===== config.mk =====
export PLATFORM = sky130hd
export DESIGN_NAME = memory_arbiter
export DESIGN_NICKNAME = d
export VERILOG_FILES = /design/src/rtl/memory_arbiter.sv
export SDC_FILE = /design/constraint.sdc
export NUM_CORES = 1
export LEC_CHECK = 0
export CAP_MARGIN = 10
export CELL_PAD_IN_SITES_DETAIL_PLACEMENT = 0
export CELL_PAD_IN_SITES_GLOBAL_PLACEMENT = 1
export CORE_UTILIZATION = 26
export DETAILED_ROUTE_END_ITERATION = 6
export GPL_TIMING_DRIVEN = 1
export PLACE_DENSITY_LB_ADDON = 0.1
export SYNTH_ARGS = -nofsm -noshare
export SYNTH_HDL_FRONTEND = slang
export SYNTH_SLANG_ARGS = --single-unit
export TNS_END_PERCENT = 5

===== constraint.sdc =====
create_clock -name CLK -period 2.1 [get_ports CLK]
set_input_delay 0.42 -clock CLK [delete_from_list [all_inputs] [get_ports CLK]]
set_output_delay 0.42 -clock CLK [all_outputs]
set_load 0.005 [all_outputs]

===== src/rtl/memory_arbiter.sv =====
// Shares one single-ported RAM between the instruction-fetch and data ports.
// Optional: define MEMORY_ARBITER_RR_EN for round-robin on contention (default: data beats instruction).
module memory_arbiter #(
    parameter int unsigned ADDR_W  = 32,
    parameter int unsigned DATA_W  = 32,
    parameter int unsigned TIMEOUT = 255
) (
    input  logic              CLK,
    input  logic              nRST,
    input  logic              iREN,
    input  logic [ADDR_W-1:0] iaddr,
    output logic [DATA_W-1:0] iload,
    output logic              iwait,
    input  logic              dREN,
    input  logic              dWEN,
    input  logic [ADDR_W-1:0] daddr,
    input  logic [DATA_W-1:0] dstore,
    output logic [DATA_W-1:0] dload,
    output logic              dwait,
    output logic              ramREN,
    output logic              ramWEN,
    output logic [ADDR_W-1:0] ramaddr,
    output logic [DATA_W-1:0] ramstore,
    input  logic [DATA_W-1:0] ramload,
    input  logic [1:0]        ramstate,
    output logic              arb_err
);

    localparam int unsigned CNT_W      = $clog2(TIMEOUT + 1);
    localparam logic [1:0]  RAM_ACCESS = 2'b10;
    localparam logic [1:0]  RAM_ERROR  = 2'b11;

    typedef enum logic [1:0] {
        ST_IDLE = 2'b00,
        ST_IGNT = 2'b01,
        ST_DGNT = 2'b10
    } state_e;

    state_e            state_q, state_d;
    logic              ren_q, ren_d;
    logic              wen_q, wen_d;
    logic              err_q, err_d;
    logic [ADDR_W-1:0] addr_q, addr_d;
    logic [DATA_W-1:0] store_q, store_d;
    logic [CNT_W-1:0]  cnt_q, cnt_d;

    logic d_req;
    logic pick_d;
    logic in_grant;
    logic access;
    logic timeout_hit;
    logic abort;

    assign d_req       = dREN | dWEN;
    assign in_grant    = (state_q != ST_IDLE);
    assign access      = (ramstate == RAM_ACCESS);
    // Last grant cycle is the one in which the count would reach TIMEOUT.
    assign timeout_hit = (cnt_q == CNT_W'(TIMEOUT - 1));
    assign abort       = in_grant & ~access & ((ramstate == RAM_ERROR) | timeout_hit);

`ifdef MEMORY_ARBITER_RR_EN
    logic last_d_q, last_d_d;

    // Remembers which port completed most recently (1 = data); aborts do not count.
    assign last_d_d = (in_grant & access) ? (state_q == ST_DGNT) : last_d_q;
    assign pick_d   = d_req & (~iREN | ~last_d_q);

    always_ff @(posedge CLK or negedge nRST) begin
        if (!nRST) begin
            last_d_q <= 1'b0;
        end else begin
            last_d_q <= last_d_d;
        end
    end
`else
    assign pick_d = d_req;
`endif

    // Next-state and registered RAM-side outputs.
    always_comb begin
        state_d = state_q;
        ren_d   = ren_q;
        wen_d   = wen_q;
        addr_d  = addr_q;
        store_d = store_q;
        cnt_d   = cnt_q;
        err_d   = 1'b0;

        case (state_q)
            ST_IDLE: begin
                cnt_d = '0;
                if (pick_d) begin
                    state_d = ST_DGNT;
                    ren_d   = ~dWEN;
                    wen_d   = dWEN;
                    addr_d  = daddr;
                    store_d = dstore;
                end else if (iREN) begin
                    state_d = ST_IGNT;
                    ren_d   = 1'b1;
                    wen_d   = 1'b0;
                    addr_d  = iaddr;
                end
            end
            ST_IGNT, ST_DGNT: begin
                cnt_d = cnt_q + CNT_W'(1);
                if (access || abort) begin
                    state_d = ST_IDLE;
                    ren_d   = 1'b0;
                    wen_d   = 1'b0;
                    cnt_d   = '0;
                    err_d   = abort;
                end
            end
            default: begin
                state_d = ST_IDLE;
                ren_d   = 1'b0;
                wen_d   = 1'b0;
                cnt_d   = '0;
            end
        endcase
    end

    always_ff @(posedge CLK or negedge nRST) begin
        if (!nRST) begin
            state_q <= ST_IDLE;
            ren_q   <= 1'b0;
            wen_q   <= 1'b0;
            err_q   <= 1'b0;
            addr_q  <= '0;
            store_q <= '0;
            cnt_q   <= '0;
        end else begin
            state_q <= state_d;
            ren_q   <= ren_d;
            wen_q   <= wen_d;
            err_q   <= err_d;
            addr_q  <= addr_d;
            store_q <= store_d;
            cnt_q   <= cnt_d;
        end
    end

    assign ramREN   = ren_q;
    assign ramWEN   = wen_q;
    assign ramaddr  = addr_q;
    assign ramstore = store_q;
    assign arb_err  = err_q;

    // Port-side wait/load follow RAM completion in the same cycle.
    assign iload = ramload;
    assign dload = ramload;
    assign iwait = iREN & ~((state_q == ST_IGNT) & access);
    assign dwait = d_req & ~((state_q == ST_DGNT) & access);

endmodule


==> results.md <==
- Complex-gate fraction of the synthesized area: 9.455%
- Register bit total from synthesis: between 70 and 80
- Worst-Skew Late Latency: roughly 340 ps
- WS Path Type: input pin to output pin
- Clock root cell: clkbuf_16
- Setup Viol. Count Final: 0
- Total grt overflow: 0
- Cell taking the most area after synthesis: dfrtp_1
- Clock sink count: 77
- Die extent in x: 125.6 µm
- Post-synth EDFFs: 0
- Final hold vios: 0
- Slew @ Worst Pin: approximately 510 ps
- FF+latch area: slightly below 2000 µm²
- Synth area leaders: dfrtp_1 49%, buf_4 13%, mux2_2 8.5%, mux2i_1 8.1%, o21ai_0 3.5%
- Reg-to-Reg Start: state_q[1]$_DFFE_PN0P_
- Vias in the first global route: roughly 2900
- Final min period: between 1500 and 2000 ps
- Slowest cell on crit path: clkdlybuf4s50_1
- Gpl congestion: 0.7356
- Sequential-to-total area share from yosys stat: about half
- Area occupied by multi-input gates: ~1400 µm²
- Synth warn: 0
- Syn_nets: 490
- Most instantiated cells after synthesis: 77 x dfrtp_1, 67 x buf_4, 37 x nand2_1
- # diodes: 0
- Leak: between 2 and 2.5 nW
- GRT Overall Usage: about an eighth
- Placement Rows: 44
- Crit path cell chain: clkdlybuf4s50_1, nor2b_2, a21boi_0, dlygate4sd2_1
- Post-Layout Inst Area: between 5000 and 6000 µm²
- Peak supply drop: about 560 µV
- CP Launch Point: ramstate[1]
- Simple-Gate Fraction of Synth Area: 6.240%
- Crit path capture: iwait
- Fill cell count: roughly 1400
- Failing checks: DRC
- Worst path max stage delay: 460 ps
- Dpl cell area: between 5000 and 6000 µm²
- Final setup skew: 7.845 ps
- Worst Path Buf+Inv: 2
- Postcts setup bufs: 0
- Worst path depth: 4
- HP Class: input pin to async pin
- Final ANT Viol Nets: 0
- Layout cells sized above 1: 13.77%
- Tot Pwr: approximately 7.6 mW
- Worst EP arrival: ~1400 ps
- Area grow syn2layout: 45.95%
- XOR/XNOR Fraction of Synth Area: 0.6618%
- Clock slew at reported path FFs: around 60 ps
- RSZ-0062 raised after global routing: no
- Post-synthesis mux area share: between 10% and 20%
- Drt first pass iters: 7
- Routed length per placed instance: between 10 and 15 µm
- First-pass GRT wire length: ~15000 µm
- Top-level I/O count: about 270
- Final Max Slew Viols: 0
- Port Buffers: about 170
- Total Wirelength: 9631 µm
- Die height: 125.6 µm
- Initial DRC count: 107
- Post-DP HPWL: roughly 7000 µm
- Critical Path Source Type: input pin
- Total CTS buffers: 9
- Initial antenna violation count: 0
- Most common cell in the netlist: dfrtp_1
- CP Max Fanout: 3
- Cell Area, Synth: 3970 µm²
- CP required: about 1700 ps
- WHS: roughly 17 ps
- Final nets: about 610
- Hold-fix buffers at CTS: 0
- Largest family of logic cells by synthesized area: multiplexers
- Synth Flop Type: dfrtp_1
- CTS tree: done
- Core area: between 10000 and 15000 µm²
- Post-Syn Instances: 350
- Worst Setup End Kind: output pin
- Die ar.: around 16000 µm²
- Reg2reg setup slack: ~350 ps
- Fraction of registers with async set/reset: between 90% and 100%
- R2R Path End: ramstore[27]$_DFFE_PN0P_
- DRC: 15
- CP top delay family: buffers and inverters
- Cell count of the worst reg-to-reg path: 5
- Adder-cell area share of the yosys netlist: under 10%
- Post-synth top area share: between 40 and 50%
- Total number of vias: approximately 2800
- Setup_tns: 0 ps
- CTS max path bufs: 2
- Fmax achieved: ~540 MHz
- Pwr dens: approximately 1300 nW/µm²
- Yosys cell types: 35
- Vias per cell: 4.284
- Slew HR: between 60% and 70%
- Largest net degree at the start of global routing: 65
- Initial Utilization: between 20% and 30%
- H-tree depth: 3
- Fin crit share: between 80% and 90%
- Max-cap viol count: 0
- Status: finished, violations left
- Syn_area_per_cell: roughly 11 µm²
## cell type report
| type | count | share of cell area (%) |
|---|---|---|
| inverter | 8 | 0.5182 |
| tap | 184 | 3.973 |
| timing repair buffer | 185 | 32.15 |
| sequential | 77 | 33.25 |
| clock inverter | 4 | 1.641 |
| clock buffer | 12 | 4.254 |
| multi-input combinational | 186 | 24.21 |
## where the power goes
part	internal, mW	switching [mW]	leakage (nW)
clock	1.19	0.602	0.167
sequential	2.17	0.357	0.941
combinational	2.00	1.28	1.29
total	5.37	2.24	2.39
## flip-flops by register name, summed over array words and instances, names as in the netlist
| register | count |
|---|---|
| ramREN | 1 |
| cnt_q | 8 |
| ramWEN | 1 |
| ramstore | 32 |
| state_q | 2 |
| arb_err | 1 |
| ramaddr | 32 |
## cells by family (layout without fill, tap and decap cells)
| logic type | Yosys count | count (layout) |
|---|---|---|
| muxes | 64 | 64 |
| buffers and inverters | 87 | 209 |
| xor gates and xnor gates | 3 | 3 |
| and+or+nand+nor | 54 | 54 |
| AOI/OAI and AO/OA | 60 | 60 |
| DFF | 77 | 77 |
| adders and majority gates | 5 | 5 |
## cells in the final DEF (no fill, tap or decap), types with 8 or more instances in the layout
master / synthesis / routed
clkdlybuf4s50_1: 0 / 166
dfrtp_1: 77 / 77
nand2_1: 37 / 37
mux2i_1: 32 / 32
mux2_2: 30 / 30
o21ai_0: 28 / 28
buf_4: 67 / 11
o21ai_1: 9 / 9
clkbuf_16: 0 / 9
inv_1: 8 / 8
a21oi_1: 8 / 8
## per-layer routing
| metal | GRT usage, % | share of wire (%) | vias to the layer above |
|---|---|---|---|
| met5 | 0 | 0 | - |
| met4 | 4.448 | 1.6 | 0 |
| met3 | 7.445 | 12 | 21 |
| met2 | 20.62 | 47 | 152 |
| met1 | 13.75 | 39 | 1258 |
| li1 | - | - | 1379 |
## worst min-delay path by stage
| stage | startpoint | to | depth (start not counted) |
|---|---|---|---|
| 5_1_grt | nRST | ramstore[28]$_DFFE_PN0P_ | 1 |
| 4_1_cts | nRST | ramstore[28]$_DFFE_PN0P_ | 1 |
| 6_report | nRST | ramstore[28]$_DFFE_PN0P_ | 1 |
| 3_3_place_gp | nRST | ramstore[28]$_DFFE_PN0P_ | 1 |
| 3_5_place_dp | nRST | ramstore[28]$_DFFE_PN0P_ | 1 |
| 2_1_floorplan | nRST | arb_err$_DFF_PN0_ | 0 |
## worst reg2reg max path, delay by kind of cell, from the launching register on
| family | cells | cell delay (ps) |
|---|---|---|
| mux | 1 | 320 |
| compound gates | 1 | 120 |
| buf+inv | 2 | 320 |
| fa+ha+maj | 1 | 480 |
| flops | 1 | 410 |
## stage by stage
step,utilization [%],instances,setup WS [ps]
2_1_floorplan,-,350,562.2
3_3_place_gp,37.09,640,-21.70
3_5_place_dp,37.09,640,-14.44
4_1_cts,39.39,656,15.37
5_1_grt,39.42,656,186.9
6_report,39.42,656,259.9
## timing repair
action	CTS	global route
gates resized for setup	3	2
pin swaps	0	0
endpoints found under the setup margin	2	1
(Power assumes the default switching activity.)
